File: src/rtl/instr_fetch_pkg.sv
// Shared definitions for the instruction fetch unit: FSM encoding, instruction
// field positions and the opcodes the control unit also decodes.
package instr_fetch_pkg;

  typedef enum logic [1:0] {
    ST_REQ  = 2'd0,
    ST_WAIT = 2'd1,
    ST_DROP = 2'd2,
    ST_HOLD = 2'd3
  } fetch_state_e;

  localparam int OPCODE_LSB = 26;
  localparam int RS_LSB     = 21;
  localparam int RT_LSB     = 16;
  localparam int RD_LSB     = 11;
  localparam int SHAMT_LSB  = 6;
  localparam int FUNCT_LSB  = 0;
  localparam int IMM_LSB    = 0;

  localparam logic [5:0] OPC_RTYPE = 6'd0;
  localparam logic [5:0] OPC_ADDI  = 6'b000010;

endpackage

File: src/rtl/instr_fetch_if.sv
// Bundle of the fetch unit's memory port, redirect input and decoded-instruction
// output; master is the fetch unit, slave is memory plus downstream consumer.
interface instr_fetch_if;
  import instr_fetch_pkg::*;

  // Memory: imem_req pulses for one cycle with imem_addr; imem_valid/imem_rdata
  // return exactly one response per request. Downstream: an instruction moves
  // on an edge where inst_valid && inst_ready && !branch_taken; while
  // inst_valid is high and no transfer happens, every field stays stable.
  logic              imem_req;
  logic [31:0]       imem_addr;
  logic              imem_valid;
  logic [31:0]       imem_rdata;
  logic              branch_taken;
  logic [31:0]       branch_target;
  logic              inst_valid;
  logic              inst_ready;
  logic [5:0]        opcode;
  logic [4:0]        rs;
  logic [4:0]        rt;
  logic [4:0]        rd;
  logic [4:0]        shamt;
  logic [5:0]        funct;
  logic [15:0]       imm;
  logic [31:0]       pc_out;
  logic [31:0]       pc_plus4;
  fetch_state_e      dbg_state;

  modport master (
    output imem_req, imem_addr,
    input  imem_valid, imem_rdata,
    input  branch_taken, branch_target,
    output inst_valid,
    input  inst_ready,
    output opcode, rs, rt, rd, shamt, funct, imm, pc_out, pc_plus4,
    output dbg_state
  );

  modport slave (
    input  imem_req, imem_addr,
    output imem_valid, imem_rdata,
    output branch_taken, branch_target,
    input  inst_valid,
    output inst_ready,
    input  opcode, rs, rt, rd, shamt, funct, imm, pc_out, pc_plus4,
    input  dbg_state
  );

endinterface

File: src/rtl/instr_fetch_inst_fields.sv
// Pure slicing of a 32-bit instruction word into its fields; no sign extension.
module instr_fetch_inst_fields
  import instr_fetch_pkg::*;
(
  input  logic [31:0] ir_i,
  output logic [5:0]  opcode_o,
  output logic [4:0]  rs_o,
  output logic [4:0]  rt_o,
  output logic [4:0]  rd_o,
  output logic [4:0]  shamt_o,
  output logic [5:0]  funct_o,
  output logic [15:0] imm_o
);

  assign opcode_o = ir_i[OPCODE_LSB +: 6];
  assign rs_o     = ir_i[RS_LSB +: 5];
  assign rt_o     = ir_i[RT_LSB +: 5];
  assign rd_o     = ir_i[RD_LSB +: 5];
  assign shamt_o  = ir_i[SHAMT_LSB +: 5];
  assign funct_o  = ir_i[FUNCT_LSB +: 6];
  assign imm_o    = ir_i[IMM_LSB +: 16];

endmodule

File: src/rtl/instr_fetch.sv
// Instruction fetch unit: owns the PC, keeps at most one memory read in flight,
// holds the returned word in IR and offers its fields downstream.
module instr_fetch
  import instr_fetch_pkg::*;
#(
  parameter logic [31:0] RESET_PC = 32'h0000_0000
) (
  input logic         clk,
  input logic         rst,
  instr_fetch_if.master bus
);

  fetch_state_e state_q, state_d;
  logic [31:0]  pc_q, pc_d;
  logic [31:0]  ir_q, ir_d;
  logic [31:0]  pc_out_q, pc_out_d;
  logic         inst_valid_q, inst_valid_d;
  logic [1:0]   unused_target_lsbs;

  assign unused_target_lsbs = bus.branch_target[1:0];

  always_ff @(posedge clk) begin
    if (rst) begin
      state_q      <= ST_REQ;
      pc_q         <= {RESET_PC[31:2], 2'b00};
      ir_q         <= '0;
      pc_out_q     <= '0;
      inst_valid_q <= 1'b0;
    end else begin
      state_q      <= state_d;
      pc_q         <= pc_d;
      ir_q         <= ir_d;
      pc_out_q     <= pc_out_d;
      inst_valid_q <= inst_valid_d;
    end
  end

  always_comb begin
    state_d  = state_q;
    pc_d     = pc_q;
    ir_d     = ir_q;
    pc_out_d = pc_out_q;
    case (state_q)
      // A redirect here leaves the just-issued read outstanding, so drain it.
      ST_REQ:  state_d = bus.branch_taken ? ST_DROP : ST_WAIT;
      ST_WAIT: begin
        if (bus.branch_taken) begin
          state_d = bus.imem_valid ? ST_REQ : ST_DROP;
        end else if (bus.imem_valid) begin
          ir_d     = bus.imem_rdata;
          pc_out_d = pc_q;
          state_d  = ST_HOLD;
        end
      end
      ST_DROP: begin
        if (bus.imem_valid) state_d = ST_REQ;
      end
      ST_HOLD: begin
        if (bus.branch_taken) begin
          state_d = ST_REQ;
        end else if (bus.inst_ready) begin
          pc_d    = pc_q + 32'd4;
          state_d = ST_REQ;
        end
      end
      default: state_d = ST_REQ;
    endcase
    if (bus.branch_taken) pc_d = {bus.branch_target[31:2], 2'b00};
    inst_valid_d = (state_d == ST_HOLD);
  end

  logic [5:0]  opcode_w;
  logic [4:0]  rs_w, rt_w, rd_w, shamt_w;
  logic [5:0]  funct_w;
  logic [15:0] imm_w;

  instr_fetch_inst_fields u_fields (
    .ir_i     (ir_q),
    .opcode_o (opcode_w),
    .rs_o     (rs_w),
    .rt_o     (rt_w),
    .rd_o     (rd_w),
    .shamt_o  (shamt_w),
    .funct_o  (funct_w),
    .imm_o    (imm_w)
  );

  // The request is gated by rst so nothing is issued while reset is held.
  assign bus.imem_req   = (state_q == ST_REQ) && !rst;
  assign bus.imem_addr  = pc_q;
  assign bus.inst_valid = inst_valid_q;
  assign bus.opcode     = opcode_w;
  assign bus.rs         = rs_w;
  assign bus.rt         = rt_w;
  assign bus.rd         = rd_w;
  assign bus.shamt      = shamt_w;
  assign bus.funct      = funct_w;
  assign bus.imm        = imm_w;
  assign bus.pc_out     = pc_out_q;
  assign bus.pc_plus4   = pc_out_q + 32'd4;
  assign bus.dbg_state  = state_q;

endmodule

File: src/flat_wrapper.sv
// flat-port wrapper written by rule: the top's interface ports become plain ports
module instr_fetch_flat import instr_fetch_pkg::*;
#(
  parameter logic [31:0] RESET_PC = 32'h0000_0000
)
  (clk, rst, bus_imem_req, bus_imem_addr, bus_imem_valid, bus_imem_rdata, bus_branch_taken, bus_branch_target, bus_inst_valid, bus_inst_ready, bus_opcode, bus_rs, bus_rt, bus_rd, bus_shamt, bus_funct, bus_imm, bus_pc_out, bus_pc_plus4, bus_dbg_state);
  instr_fetch_if bus_i ();
  input logic clk;
  input logic rst;
  output wire logic [$bits(bus_i.imem_req)-1:0] bus_imem_req;
  output wire logic [$bits(bus_i.imem_addr)-1:0] bus_imem_addr;
  input wire logic [$bits(bus_i.imem_valid)-1:0] bus_imem_valid;
  input wire logic [$bits(bus_i.imem_rdata)-1:0] bus_imem_rdata;
  input wire logic [$bits(bus_i.branch_taken)-1:0] bus_branch_taken;
  input wire logic [$bits(bus_i.branch_target)-1:0] bus_branch_target;
  output wire logic [$bits(bus_i.inst_valid)-1:0] bus_inst_valid;
  input wire logic [$bits(bus_i.inst_ready)-1:0] bus_inst_ready;
  output wire logic [$bits(bus_i.opcode)-1:0] bus_opcode;
  output wire logic [$bits(bus_i.rs)-1:0] bus_rs;
  output wire logic [$bits(bus_i.rt)-1:0] bus_rt;
  output wire logic [$bits(bus_i.rd)-1:0] bus_rd;
  output wire logic [$bits(bus_i.shamt)-1:0] bus_shamt;
  output wire logic [$bits(bus_i.funct)-1:0] bus_funct;
  output wire logic [$bits(bus_i.imm)-1:0] bus_imm;
  output wire logic [$bits(bus_i.pc_out)-1:0] bus_pc_out;
  output wire logic [$bits(bus_i.pc_plus4)-1:0] bus_pc_plus4;
  output wire logic [$bits(bus_i.dbg_state)-1:0] bus_dbg_state;
  assign bus_imem_req = bus_i.imem_req;
  assign bus_imem_addr = bus_i.imem_addr;
  assign bus_i.imem_valid = bus_imem_valid;
  assign bus_i.imem_rdata = bus_imem_rdata;
  assign bus_i.branch_taken = bus_branch_taken;
  assign bus_i.branch_target = bus_branch_target;
  assign bus_inst_valid = bus_i.inst_valid;
  assign bus_i.inst_ready = bus_inst_ready;
  assign bus_opcode = bus_i.opcode;
  assign bus_rs = bus_i.rs;
  assign bus_rt = bus_i.rt;
  assign bus_rd = bus_i.rd;
  assign bus_shamt = bus_i.shamt;
  assign bus_funct = bus_i.funct;
  assign bus_imm = bus_i.imm;
  assign bus_pc_out = bus_i.pc_out;
  assign bus_pc_plus4 = bus_i.pc_plus4;
  assign bus_dbg_state = bus_i.dbg_state;
  instr_fetch #(.RESET_PC(RESET_PC)) u_core (.clk(clk), .rst(rst), .bus(bus_i));
endmodule
File: config.mk
export PLATFORM = sky130hd
export DESIGN_NAME = instr_fetch_flat
export DESIGN_NICKNAME = d
export VERILOG_FILES = /design/src/rtl/instr_fetch_pkg.sv /design/src/rtl/instr_fetch_if.sv /design/src/rtl/instr_fetch_inst_fields.sv /design/src/rtl/instr_fetch.sv /design/src/flat_wrapper.sv
export SDC_FILE = /design/constraint.sdc
export NUM_CORES = 1
export LEC_CHECK = 0
export BUFFER_PORTS_ARGS = -buffer_cell sky130_fd_sc_hd__buf_4
export CELL_PAD_IN_SITES_DETAIL_PLACEMENT = 0
export CELL_PAD_IN_SITES_GLOBAL_PLACEMENT = 1
export CORE_ASPECT_RATIO = 1.5
export CORE_MARGIN = 5
export CORE_UTILIZATION = 35
export DETAILED_ROUTE_END_ITERATION = 10
export MAX_ROUTING_LAYER = met4
export PLACE_DENSITY = 0.84
export RECOVER_POWER = 50
export SLEW_MARGIN = 20
export SYNTH_ARGS = -nofsm -noshare
export SYNTH_HDL_FRONTEND = slang
export SYNTH_SLANG_ARGS = --single-unit
File: constraint.sdc
create_clock -name clk -period 4.5 [get_ports clk]
set_input_delay 0.225 -clock clk [delete_from_list [all_inputs] [get_ports clk]]
set_output_delay 0.225 -clock clk [all_outputs]
set_load 0.05 [all_outputs]
==> results of run 1 <==
## kinds of logic (layout without fill, tap and decap cells)
logic type      Yosys count  after routing
simple gates            260            260
compound gates          101            101
flops                    95             95
buf+inv                  65            237
xor+xnor                 55             55
mux                       3              3
fa+ha+maj                 2              2
other cells               1              6
## synth_stat cells (3+ instances only)
cell type / count
a311oi_1: 3
nor4_1: 4
buf_2: 3
a21oi_1: 72
and3_1: 4
a211oi_1: 16
mux2i_1: 3
clkbuf_1: 29
nand2b_1: 4
nor2_1: 33
xnor2_1: 40
and4_1: 8
nand4_1: 15
xor2_1: 15
o21ai_0: 4
inv_1: 9
nand2_1: 146
or3_1: 3
nand3_1: 21
buf_4: 22
o21bai_1: 4
nor3_1: 9
dfxtp_1: 95
## report_power, final
group	internal [mW]	total (mW)	leakage (nW)	switching, mW
Combinational	0.0828	0.284	1.22	0.201
Sequential	0.868	0.907	0.774	0.0398
Clock	0.500	0.816	0.149	0.317
Total	1.45	2.01	2.14	0.557
## worst max-delay path, stage by stage
cell      delay (ps)
clkbuf_1        1910
clkbuf_1        1300
nor2_1           120
## metal layers
metal / up-vias / routed length (um) / global-route usage (%)
met2: 154 / 7270 / 31.8
met4: 0 / 246 / 5.83
met3: 19 / 970 / 3.54
met5: - / 0 / -
li1: 2279 / - / -
met1: 2078 / 5930 / 21.3
## flip-flops by register name, summed over array words and instances (netlist names)
| name | flops |
|---|---|
| u_core.ir_q | 32 |
| u_core.bus.inst_valid | 1 |
| u_core.bus.pc_out | 30 |
| u_core.bus.imem_addr | 30 |
| u_core.bus.dbg_state | 2 |
## worst paths after layout
check,endpoint,cells past startpoint,slack (ps)
hold reg to reg,u_core.ir_q[19],2,450
setup reg to reg,u_core.ir_q[0],5,2190
hold / removal,u_core.bus.imem_addr[8],3,120
setup / recovery,u_core.bus.imem_addr[2],3,1060
## stage by stage
step	hold WS, ps	utilization (%)	worst slack, ps	area (um^2)
after floorplan	361	-	1260	4580
after global placement	443	47.2	1870	6090
after detailed placement	448	47.2	1840	6090
after CTS	112	49.7	1460	6400
after global routing	116	46.4	755	5980
final	117	46.4	1060	5980
## layout by cell type (no fill, tap or decap), types with 3 or more instances in the layout
master / netlist / layout
mux2i_1: 3 / 3
nor4_1: 4 / 4
a21oi_1: 72 / 72
xnor2_1: 40 / 40
clkbuf_16: 0 / 9
buf_4: 22 / 99
nand2b_1: 4 / 4
o21bai_1: 4 / 4
o21ai_0: 4 / 4
inv_1: 9 / 9
xor2_1: 15 / 15
clkbuf_1: 29 / 116
nand2_1: 146 / 146
conb_1: 1 / 6
and3_1: 4 / 4
dfxtp_1: 95 / 95
nor3_1: 9 / 9
a311oi_1: 3 / 3
and4_1: 8 / 8
nand4_1: 15 / 15
a211oi_1: 16 / 16
or3_1: 3 / 3
nand3_1: 21 / 21
nor2_1: 33 / 32
## layout make-up
| type | count | area (um^2) |
|---|---|---|
| Clock buffer | 12 | 246 |
| Tap cell | 159 | 199 |
| Inverter | 9 | 33.8 |
| Multi-Input combinational cell | 427 | 2360 |
| Timing Repair Buffer | 213 | 1170 |
| Fill cell | 1439 | 6910 |
| Sequential cell | 95 | 1900 |
| Clock inverter | 3 | 67.6 |
==> run_results.csv, run 1 <==
group,metric,value,unit
drt,drcViolationCount,0,
yosys,synth-compound-area-share,12.7,%
drt,drt-vias-per-instance,4.93,
yosys,yosys.area.top_type,"dfxtp_1",
clocking,cts-root-buf,"clkbuf_16",
yosys,netlist_area,4560,um^2
clocking,post_cts_buffers,0,
yosys,synth_ff_type,"dfxtp_1",
finish,syn_to_final_growth,31.0,%
yosys,synth-xor-area-share,10.6,%
global_routing,grt_max_degree,63,
timing,worst_pin_slew,2760,ps
finish,n_antenna_cell,0,
global_routing,grt_use_total,18.5,%
finish,nets,826,
placement,place_congestion,0.856,
yosys,ys_seq_elements,95,
min_path,min-delay-start,"bus_branch_target[8]",
worst_setup_path,required,4660,ps
worst_setup_path,crit_type,"input port to flop",
yosys,synthTopCellsByArea,"dfxtp_1 (42%), nand2_1 (12%), a21oi_1 (7.9%)",
timing,period_needed,3440,ps
timing,fin_tns_setup,0,ps
placement,place.port_buffers,208,
yosys,synth_top_family_by_area,"simple AND/OR/NAND/NOR gates",
yosys,synthMuxAreaShare,0.658,%
timing,fin_crit_sh,76.4,%
floorplanning,io_pins,217,
yosys,synth.distinct_cells,39,
min_path,min_path_type,"input port to flop",
worst_setup_path,arrival,3600,ps
pwr,totalPowerFinal,2.01,mW
clocking,cts_hold_buf,0,
placement,place_hpwl,10.8,mm
pwr,pwr_density_cell,336,nW/um^2
pwr,vdd_drop_max,0.201,mV
finish,layout-drive-gt1-share,15.8,%
global_routing,grt_pass1_vias,4391,
worst_setup_path,crit_path_start_kind,"input port",
yosys,yosys.area_share.adder,0.549,%
clocking,ctsLongestPathBuffers,2,
placement,dpl.cell_count,903,
worst_setup_path,reg2reg_from,"u_core.bus.dbg_state[0]",
timing,finalMaxSlewViolations,100,
yosys,synthDominantCellAreaShare,41.7,%
clocking,cts-resized-gates,0,
clocking,cts_buffers,9,
worst_setup_path,startpoint,"rst",
timing,slew-limit-headroom,-83.7,%
floorplanning,die_area,15500,um^2
floorplanning,rows,51,
timing,rsz0062_at_grt,"false",
finish,final_cells,918,
drt,drtPass1Iterations,4,
timing,setup_violations,0,
timing,finalClockSkew,6.77,ps
timing,max_freq,0.291,GHz
floorplanning,start_util,35.4,%
floorplanning,die_y,150,um
floorplanning,core_area,12900,um^2
drt,wl_per_cell,15.7,um
clocking,cts_tree,"yes",
timing,finalHoldViolCount,0,
job,maxCapViolCount,2,
yosys,synth-edff-count,0,
yosys,synth-simple-area-share,26.5,%
clocking,cts.sinks,95,
worst_setup_path,cp_max_fo,61,
yosys,synthArstFlopShare,0,%
yosys,syn_area_per_cell,7.84,um^2
global_routing,grt_pass1_wl,21.8,mm
drt,vias,4530,
worst_setup_path,cp-end-kind,"flop",
global_routing,antenna_found_initial,0,
clocking,clk-insertion-delay-late,340,ps
yosys,ys_seq_area_share,41.7,%
yosys,yosysWarnings,0,
drt,routed_wl,14.4,mm
drt,dr.first_iter.drc_count,171,
run_status,outcome,"complete, but fails checks",
clocking,h-tree-depth,3,
yosys,syn_inst,582,
run_status,violations,"capacitance limit, slew limit",
pwr,power.leakage,2.14,nW
floorplanning,chipWidth,103,um
drt,ant_nets,0,
global_routing,grt_overflow_total,0,
clocking,clk_pin_slew,60,ps
(Power assumes the default switching activity.)
==> run 2: changes to the inputs <==
--- a/config.mk
+++ b/config.mk
@@ -5,15 +5,16 @@
 export SDC_FILE = /design/constraint.sdc
 export NUM_CORES = 1
 export LEC_CHECK = 0
+export ABC_AREA = 1
 export BUFFER_PORTS_ARGS = -buffer_cell sky130_fd_sc_hd__buf_4
 export CELL_PAD_IN_SITES_DETAIL_PLACEMENT = 0
 export CELL_PAD_IN_SITES_GLOBAL_PLACEMENT = 1
 export CORE_ASPECT_RATIO = 1.5
 export CORE_MARGIN = 5
-export CORE_UTILIZATION = 35
+export CORE_UTILIZATION = 30
 export DETAILED_ROUTE_END_ITERATION = 10
 export MAX_ROUTING_LAYER = met4
-export PLACE_DENSITY = 0.84
+export PLACE_DENSITY = 0.75
 export RECOVER_POWER = 50
 export SLEW_MARGIN = 20
 export SYNTH_ARGS = -nofsm -noshare
==> constraint.sdc (replaced) <==
create_clock -name clk -period 2.95 [get_ports clk]
set_input_delay 0.1475 -clock clk [delete_from_list [all_inputs] [get_ports clk]]
set_output_delay 0.1475 -clock clk [all_outputs]
set_load 0.05 [all_outputs]
==> run 2 against run 1 <==
The run now ends clean. Register-to-register slack worse by 1400 ps. Combinational power is 130% higher. Sequential cell count stayed put. Hold slack worse by 85 ps. Count of clock-buffer cells in the layout is 3 lower. Via count is 20% higher. Synthesized area is 16% higher. Setup slack worse by 400 ps. Critical path depth is 4 higher. Design area is 13% higher. Sequential power is 55% higher. Cell count is 27% higher. Highest routed layer unchanged.
==> run_results.csv, run 2 <==
group,metric,value,unit
placement,place.port_buffers,208,
worst_setup_path,arrival,2140,ps
min_path,min_path_type,"input port to flop",
clocking,cts.sinks,95,
timing,max_freq,0.437,GHz
drt,vias,5419,
worst_setup_path,required,2800,ps
drt,wl_per_cell,15.9,um
finish,final_common_cell,"nor2_1",
floorplanning,die_area,20500,um^2
placement,place_hpwl,14.3,mm
drt,drt-vias-per-instance,4.66,
worst_setup_path,crit_type,"flop to output pin",
floorplanning,start_util,30.5,%
pwr,power.leakage,2.71,nW
worst_setup_path,crit_chain,"nand2_1 -> nor2_1 -> nand4_1 -> nor2_1 -> nand4_1 -> xnor2_1 -> buf_4",
yosys,ys_seq_area_share,35.9,%
yosys,yosysWarnings,0,
yosys,syn_inst,768,
drt,dr.first_iter.drc_count,217,
yosys,synthTopCellsByArea,"dfxtp_1 (36%), nand2_1 (9.9%), nor2_1 (9.9%)",
floorplanning,core_area,17300,um^2
global_routing,grt_use_total,18.1,%
finish,nets,1015,
timing,fin_tns_setup,0,ps
placement,post-place-ws,1030,ps
drt,ant_nets,0,
clocking,clk_pin_slew,70,ps
timing,finalMaxSlewViolations,0,
clocking,ctsLongestPathBuffers,2,
clocking,post_cts_buffers,0,
worst_setup_path,cp-end-kind,"output pin",
timing,worst_pin_slew,812,ps
yosys,yosys.area.top_type,"dfxtp_1",
yosys,synth_ff_type,"dfxtp_1",
global_routing,grt_overflow_total,0,
finish,layout-drive-gt1-share,17.6,%
clocking,cts-resized-gates,0,
clocking,h-tree-depth,3,
pwr,vdd_drop_max,0.243,mV
yosys,synth-edff-count,0,
timing,slew-limit-headroom,45.8,%
worst_setup_path,crit_path_start_kind,"flop",
drt,drtPass1Iterations,4,
floorplanning,rows,59,
clocking,cts_tree,"yes",
timing,fin_ws,662,ps
worst_setup_path,worst_path_max_delay_cell,"dfxtp_1",
timing,period_needed,2290,ps
pwr,pwr_density_cell,495,nW/um^2
yosys,syn_area_per_cell,6.89,um^2
finish,n_antenna_cell,0,
timing,finalClockSkew,5.82,ps
global_routing,grt_pass1_wl,29.1,mm
yosys,synthDominantCellAreaShare,35.9,%
finish,syn_to_final_growth,28.0,%
finish,postLayoutCoreUtil,39.1,%
drt,routed_wl,18.4,mm
global_routing,antenna_found_initial,0,
timing,fin_crit_sh,77.5,%
yosys,ys_seq_elements,95,
finish,most-common-layout-cells,"nor2_1 (140), nand2_1 (139), clkbuf_1 (114), buf_4 (99), dfxtp_1 (95)",
finish,regMostFlops,"u_core.ir_q",
clocking,cts_hold_buf,0,
run_status,outcome,"finished clean",
worst_setup_path,crit_family,"simple AND/OR/NAND/NOR gates",
clocking,clk-insertion-delay-late,350,ps
timing,rsz0062_at_grt,"false",
global_routing,grt_max_degree,47,
placement,place_congestion,0.921,
floorplanning,die_y,173,um
floorplanning,chipWidth,118,um
job,maxCapViolCount,0,
worst_setup_path,max_stage_delay,460,ps
drt,drcViolationCount,0,
floorplanning,io_pins,217,
global_routing,grt_pass1_vias,5404,
finish,largest_reg_flops,32,
yosys,synthArstFlopShare,0,%
yosys,synth.distinct_cells,41,
timing,finalHoldViolCount,0,
clocking,cts_buffers,9,
yosys,netlist_top_cells_count,"nand2_1 (140), nor2_1 (140), dfxtp_1 (95)",
worst_setup_path,cp_max_fo,6,
timing,setup_violations,0,
clocking,cts-root-buf,"clkbuf_16",
yosys,netlist_area,5300,um^2
worst_setup_path,crit_buf_inv,1,
[run 2: changes by cell type in the layout (fill, tap and decap cells not counted), sizes merged, moves of 6 or more]
cell    before  now
a211oi      16    0
a21oi       72   44
a31oi        0    8
and4         8    0
clkinv       0   10
inv          9   56
nand3       21   41
nand4       17   11
nor2        33  158
o21ai        4   79
xnor2       40   15
xor2        15   23
[run 2: per-layer routing]
layer / up-vias / global-route usage, % / routed length, um
met3: 22 / 2.91 / 919
met1: 2420 / 20.5 / 7560
li1: 2817 / - / -
met5: - / - / 0
met2: 160 / 32.3 / 9540
met4: 0 / 5.91 / 415
[run 2: area by class of cell]
| cell class | count | area (um^2) |
|---|---|---|
| Tap cell | 213 | 267 |
| Inverter | 61 | 234 |
| Clock inverter | 7 | 96.3 |
| Sequential cell | 95 | 1900 |
| Multi-Input combinational cell | 562 | 2840 |
| Timing Repair Buffer | 215 | 1210 |
| Fill cell | 1984 | 10600 |
| Clock buffer | 9 | 225 |
[run 2: final timing paths]
path | startpoint | to | slack, ps | depth (start not counted)
setup / recovery | u_core.bus.pc_out[10] | bus_pc_plus4[27] | 660 | 7
hold / removal | bus_imem_rdata[19] | u_core.ir_q[19] | 30 | 3
setup reg to reg | u_core.bus.dbg_state[1] | u_core.bus.imem_addr[15] | 750 | 7
hold reg to reg | u_core.ir_q[21] | u_core.ir_q[21] | 480 | 2
[run 2: per-stage QoR]
step | std cells | total power, mW | cell area (um^2) | hold WS, ps
after floorplan | 773 | 1.92 | 5310 | 296
after global placement | 1146 | 2.16 | 6890 | 381
after detailed placement | 1146 | 2.16 | 6890 | 390
after CTS | 1162 | 3.47 | 7210 | 19.2
after global routing | 1162 | 3.50 | 6780 | 29.6
final | 1162 | 3.36 | 6780 | 32.1
[run 2: worst register-to-register path: stages, from the launching register on]
cell	delay, ps
dfxtp_1	420
nand3_1	260
nand2_1	120
clkbuf_1	550
inv_2	340
a22o_1	280
clkinv_1	60
a21oi_2	50
[run 2: power by group]
group	switching (mW)	internal (mW)	total, mW
logic	0.479	0.174	0.654
clock network	0.541	0.747	1.29
registers	0.0768	1.34	1.41
total	1.10	2.26	3.36
[run 2: kinds of logic (layout without fill, tap and decap cells)]
group	Yosys count	after routing	synth area share (%)
adder cells (fa/ha/maj)	2	2	0.473
other	1	6	0.0708
flip-flops	95	95	35.9
XOR/XNOR	38	38	6.29
AND/OR/NAND/NOR	377	377	32.5
buffers and inverters	116	292	10.7
AO/OA/AOI/OAI	139	139	14.1
